[src/rtl/pulse_train_gen.sv]
// Pulse train generator: loads a count word and emits exactly that many pulses of
// HIGH_CYC/LOW_CYC width. Define PULSE_GRAY_DECODE_EN to accept a Gray-coded count_in.
module pulse_train_gen #(
    parameter int unsigned WIDTH    = 8,
    parameter int unsigned HIGH_CYC = 1,
    parameter int unsigned LOW_CYC  = 1
) (
    input  logic             clk,
    input  logic             rst_n,
    input  logic             enable,
    input  logic             start,
    input  logic [WIDTH-1:0] count_in,
    output logic             pulse_out,
    output logic             busy,
    output logic             done,
    output logic [WIDTH-1:0] remaining
);

    localparam int unsigned PH_MAX = (HIGH_CYC > LOW_CYC) ? HIGH_CYC : LOW_CYC;
    localparam int unsigned PH_W   = (PH_MAX > 1) ? $clog2(PH_MAX) : 1;
    localparam logic [PH_W-1:0] HIGH_LAST = PH_W'(HIGH_CYC - 1);
    localparam logic [PH_W-1:0] LOW_LAST  = PH_W'(LOW_CYC - 1);

    typedef enum logic [1:0] {
        ST_IDLE,
        ST_HIGH,
        ST_LOW,
        ST_DONE
    } state_e;

    state_e           state_q, state_d;
    logic [PH_W-1:0]  phase_q, phase_d;
    logic [WIDTH-1:0] rem_q, rem_d;
    logic             pulse_q, pulse_d;
    logic             busy_q, busy_d;
    logic             done_q, done_d;
    logic [WIDTH-1:0] count_bin_c;

`ifdef PULSE_GRAY_DECODE_EN
    // Gray to binary: each binary bit is the XOR of all Gray bits at or above it.
    always_comb begin
        count_bin_c = '0;
        for (int i = 0; i < int'(WIDTH); i++) begin
            count_bin_c[i] = ^(count_in >> i);
        end
    end
`else
    assign count_bin_c = count_in;
`endif

    always_comb begin
        state_d = state_q;
        phase_d = phase_q;
        rem_d   = rem_q;
        pulse_d = pulse_q;
        busy_d  = busy_q;
        done_d  = done_q;
        if (enable) begin
            case (state_q)
                ST_IDLE: begin
                    done_d = 1'b0;
                    if (start) begin
                        phase_d = '0;
                        if (count_bin_c != '0) begin
                            state_d = ST_HIGH;
                            pulse_d = 1'b1;
                            busy_d  = 1'b1;
                            rem_d   = count_bin_c - WIDTH'(1);
                        end else begin
                            // Empty train: straight to the done strobe, busy never rises.
                            state_d = ST_DONE;
                            busy_d  = 1'b0;
                            done_d  = 1'b1;
                            rem_d   = '0;
                        end
                    end
                end
                ST_HIGH: begin
                    if (phase_q == HIGH_LAST) begin
                        state_d = ST_LOW;
                        pulse_d = 1'b0;
                        phase_d = '0;
                    end else begin
                        phase_d = phase_q + PH_W'(1);
                    end
                end
                ST_LOW: begin
                    if (phase_q == LOW_LAST) begin
                        phase_d = '0;
                        if (rem_q != '0) begin
                            state_d = ST_HIGH;
                            pulse_d = 1'b1;
                            rem_d   = rem_q - WIDTH'(1);
                        end else begin
                            state_d = ST_DONE;
                            busy_d  = 1'b0;
                            done_d  = 1'b1;
                        end
                    end else begin
                        phase_d = phase_q + PH_W'(1);
                    end
                end
                ST_DONE: begin
                    state_d = ST_IDLE;
                    done_d  = 1'b0;
                end
                default: begin
                    state_d = ST_IDLE;
                end
            endcase
        end
    end

    always_ff @(posedge clk or negedge rst_n) begin
        if (!rst_n) begin
            state_q <= ST_IDLE;
            phase_q <= '0;
            rem_q   <= '0;
            pulse_q <= 1'b0;
            busy_q  <= 1'b0;
            done_q  <= 1'b0;
        end else begin
            state_q <= state_d;
            phase_q <= phase_d;
            rem_q   <= rem_d;
            pulse_q <= pulse_d;
            busy_q  <= busy_d;
            done_q  <= done_d;
        end
    end

    assign pulse_out = pulse_q;
    assign busy      = busy_q;
    assign done      = done_q;
    assign remaining = rem_q;

endmodule
[config.mk]
export PLATFORM = sky130hd
export DESIGN_NAME = pulse_train_gen
export DESIGN_NICKNAME = d
export VERILOG_FILES = /design/src/rtl/pulse_train_gen.sv
export SDC_FILE = /design/constraint.sdc
export NUM_CORES = 1
export LEC_CHECK = 0
export ABC_AREA = 1
export CORE_UTILIZATION = 40
export DETAILED_ROUTE_END_ITERATION = 8
export GPL_ROUTABILITY_DRIVEN = 0
export PLACE_DENSITY_LB_ADDON = 0.1
export SYNTH_ARGS = -nofsm -noshare
export SYNTH_HDL_FRONTEND = slang
export SYNTH_SLANG_ARGS = --single-unit
[constraint.sdc]
create_clock -name clk -period 1.85 [get_ports clk]
set_input_delay 0.2775 -clock clk [delete_from_list [all_inputs] [get_ports clk]]
set_output_delay 0.2775 -clock clk [all_outputs]
set_load 0.03 [all_outputs]
After elaboration in Yosys (flattened, before gate mapping) --
Cells that the tools add are included.
Operators by class: $add $sub $neg 3, muxes and demuxes 30, eq/ne operators 9, reduce and logical (&&, ||, !) cells 14
Operators with widths (count):
- $mux 8 | 4
- $pmux 8 s2 | 1
- $reduce_bool 8->1 | 2
- $sub 8x1->8 const B | 2
- $mux 1 | 15
- $ne 2x2->1 const B | 6
- $mux 2 | 5
- $reduce_and 5->1 | 2
- $pmux 2 s4 | 1
- $reduce_and 4->1 | 2
- $reduce_and 7->1 | 1
- $pmux 1 s3 | 2
- $reduce_bool 3->1 | 2
- $eq 2x2->1 const B | 2
- $pmux 1 s2 | 2
- $reduce_bool 2->1 | 2
- $reduce_and 3->1 | 1
- $eq 2x1->1 const B | 1
- $logic_not 2->1 | 1
- $reduce_or 2->1 | 1
- $add 1x1->1 const B | 1
Word-level totals: bits of input ports 12, register bits 14, output and inout bits 11

Logic depth before layout (Yosys ltp) --
depth after elaboration 4, mapped depth 9, depth with buffers taken out 9

Least setup slack after synthesis --
Ideal clock, no wire load.
path type reg-to-reg, start point register rem_q[0] (netlist: remaining[0]), end point register rem_q[2] (netlist: remaining[2]), setup time 0.119 ns, data arrival time 1.365 ns, clock period less this slack 1.484 ns, path buffers 0, stages on the path, launching flop included 10, data required time 1.731 ns, path slack 0.366 ns, cell sequence dfrtp_1 -> inv_1 -> ha_1 -> nand3_1 -> nor2_4 -> nand2_4 -> nand2_8 -> inv_6 -> nand2_2 -> o21ai_2
On the way: longest elaborated chain between the ends 4
Ends and longest elaborated chain:
- from (decl) | line 33 | logic [WIDTH-1:0] rem_q, rem_d;
- from (signal assigned) | line 125 | rem_q <= rem_d;
- $sub 8x1->8 | line 93 | rem_d = rem_q - WIDTH'(1);
- $mux 8 | line 90 | if (rem_q != '0) begin
- $mux 8 | line 88 | if (phase_q == LOW_LAST) begin
- $pmux 8 s2 | line 59 | case (state_q)
Parallel ways exist; a longest one is shown, timed or not. The select of a mux whose other input is x is not followed. A chain may end at the register's enable or synchronous reset.

Worst setup path after layout --
start point register rem_q[5] (netlist: remaining[5]), end point output port remaining[5]
RTL lines:
- to (decl) | line 16 | output logic [WIDTH-1:0] remaining
No word-level cell between the ends.

==> results.txt <==
status -> finished, final reports clean
Mapped Area -> 0.00114 mm^2
TritonRoute pass-1 iters -> 6
sequential area share after synthesis -> 28.6%
DRT Wirelength -> 2590 um
core area -> 0.00259 mm^2
Post-Synthesis Cells -> 166
Final nets -> 214
FF-to-FF Start -> state_q[1]
Initial Util -> 43.9%
post-synth top area cell -> dfrtp_1
wire per inst -> 11.6 um
Hold Buf Count CTS -> 0
# clock sinks -> 13
fmax -> 588 MHz
PostCTS Resize Cnt -> 0
WP buf/inv -> 1
max_slew headroom -> 76.5%
worst stage delay on the critical path -> 700 ps
worst skew pair latency -> 280 ps
Ant. Diodes -> 0
Hold Slack -> 292 ps
reg2reg end -> remaining[2]
Tightest Hold Check Type -> in -> async
Post-CTS Setup Bufs -> 0
Fin. Hold Viols -> 0
CP required -> 1570 ps
H-tree levels -> 1
#FFs+latches synth -> 13
clock buffer count from CTS -> 3
fillcell total -> 238
Post-DP HPWL -> 2110 um
Total Neg Setup Slack -> 0 ps
MaxCap Viol Count -> 0
Slowest-stage cell, CP -> clkdlybuf4s50_1
antenna-violating nets left -> 0
CTS tree -> yes
largest cells by area after synthesis -> dfrtp_1 29%, nand2_1 16%, ha_1 8.8%
vias in the first global route -> 1,119
largest net degree at the start of global routing -> 14
first-pass GRT wire length -> 4730 um
crit path launch type -> flop
full die area -> 0.00306 mm^2
Initial DRC Count -> 36
cell with the most instances after synthesis -> nand2_1
DRC -> 0
Worst setup EP type -> output port
share of layout cells above drive strength 1 -> 14.0%
fin crit share -> 91.9%
Critical Path Fanout Max -> 6
Slew Viols, Final -> 0
Crit path max-delay family -> buffers and inverters
RSZ-0062 raised after global routing -> no
synth warn -> 0
# IOs -> 23
Die Y -> 55.3 um
syn nets -> 186
final clock skew -> 7.39 ps
Post-synth EDFFs -> 0
Power Dens Cells -> 1590 mW/mm^2
Finish-stage setup viols -> 0
Crit Path Class -> reg -> out
crit-path cells -> clkdlybuf4s50_1
Root Driver -> clkbuf_4
cell depth of the worst flop-to-flop path -> 9
initial antenna violation count -> 0
R2R setup slack -> 280 ps
row count -> 18
VDD IR max -> 1090 uV
port bufs -> 22
list of most frequent post-synthesis cells -> 48 x nand2_1, 21 x inv_1, 16 x nand3_1, 14 x nor2_1, 13 x dfrtp_1
Critical Path Start -> remaining[5]
CP arrival -> 1420 ps
Critical Path End -> remaining[5]
critical path depth -> 1
Area Overhead vs Synth -> 25.8%
mean cell area of the mapped netlist -> 6.84 um^2
mean number of vias per cell -> 5.07
Clock Pin Slew Worst Setup and Hold Paths -> 90 ps
Die Span X -> 55.3 um
P_leak -> 0.715 nW
area share of the largest cell type after synthesis -> 28.6%
Synth Flop Type -> dfrtp_1
GR Overflow Total -> 0
Tightest Pin Transition -> 350 ps
CTS max path bufs -> 2
gr usage total -> 19.2%
Yosys cell types -> 23
Final min period -> 1700 ps
post-synthesis async set-or-reset flop share -> 100%
DR vias -> 1,131
## area by class of cell
class	count	area (um^2)	share of cell area, %
clock buffers	3	22.5	1.58
repair buffers	24	235	16.5
well taps	30	37.5	2.63
multi-input cells	127	704	49.3
clock inverters	1	5.00	0.350
inverters	25	98.8	6.92
flip-flops and latches	13	325	22.8
## metal layers
| layer | vias up | part of all wire [%] | global-route usage [%] |
|---|---|---|---|
| li1 | 581 | - | - |
| met1 | 527 | 45 | 22.9 |
| met3 | 2 | 3.7 | 5.15 |
| met5 | - | 0 | 0 |
| met4 | 0 | 0.58 | 2.14 |
| met2 | 21 | 51 | 35.3 |
## cells in the final DEF, fill, tap and decap left out
cell / instances
nand2_1: 48
inv_6: 1
nand3_1: 16
dfrtp_1: 13
nor2_1: 14
clkdlybuf4s50_1: 22
nand4_1: 4
o21ai_2: 4
ha_1: 8
nor2_2: 3
nand2_8: 1
buf_4: 2
nor3_1: 2
clkinv_2: 1
inv_1: 21
o21ai_0: 6
a21o_1: 1
inv_2: 3
a21oi_1: 3
o21ai_1: 7
xor2_1: 1
clkbuf_4: 3
nand2_4: 1
nor2_4: 3
nand2_2: 4
a21oi_4: 1
## sequential cells by signal (all words and copies together) (netlist names)
register and flops:
remaining 8, busy 1, done 1, pulse_out 1, state_q 2
## how the worst min path moves through the flow
stage                     startpoint            to  slack (ps)  cells after the start
after floorplan                rst_n          busy         -20                      0
after global routing           rst_n  remaining[0]         310                      2
after CTS                      rst_n  remaining[0]         290                      2
final                          rst_n  remaining[0]         290                      2
after global placement     pulse_out     pulse_out         450                      2
after detailed placement   pulse_out     pulse_out         460                      2
## cell families after synthesis
| kind of cell | count (synthesis) | share of synthesized area [%] |
|---|---|---|
| simple gates | 96 | 40.2 |
| xor+xnor | 1 | 0.771 |
| flops | 13 | 28.6 |
| buf+inv | 26 | 9.36 |
| compound gates | 22 | 12.2 |
| fa+ha+maj | 8 | 8.81 |
## through the flow
| step | cells | utilization (%) | area [um^2] | total power, mW | worst slack, ps |
|---|---|---|---|---|---|
| 6_report | 223 | 55.2 | 1430 | 2.27 | 150 |
| 5_1_grt | 223 | 55.2 | 1430 | 2.50 | 81.9 |
| 4_1_cts | 223 | 55.2 | 1430 | 2.28 | 140 |
| 3_5_place_dp | 219 | 54.1 | 1400 | 2.09 | 132 |
| 3_3_place_gp | 219 | 54.1 | 1400 | 2.08 | 147 |
| 2_1_floorplan | 166 | - | 1140 | 1.64 | 366 |
## where the power goes
part / total, mW / internal (mW) / switching [mW]
combinational: 1.52 / 0.563 / 0.952
sequential: 0.568 / 0.421 / 0.148
clock: 0.183 / 0.0803 / 0.102
total: 2.27 / 1.06 / 1.20
Power figures use the tool's default switching activity.
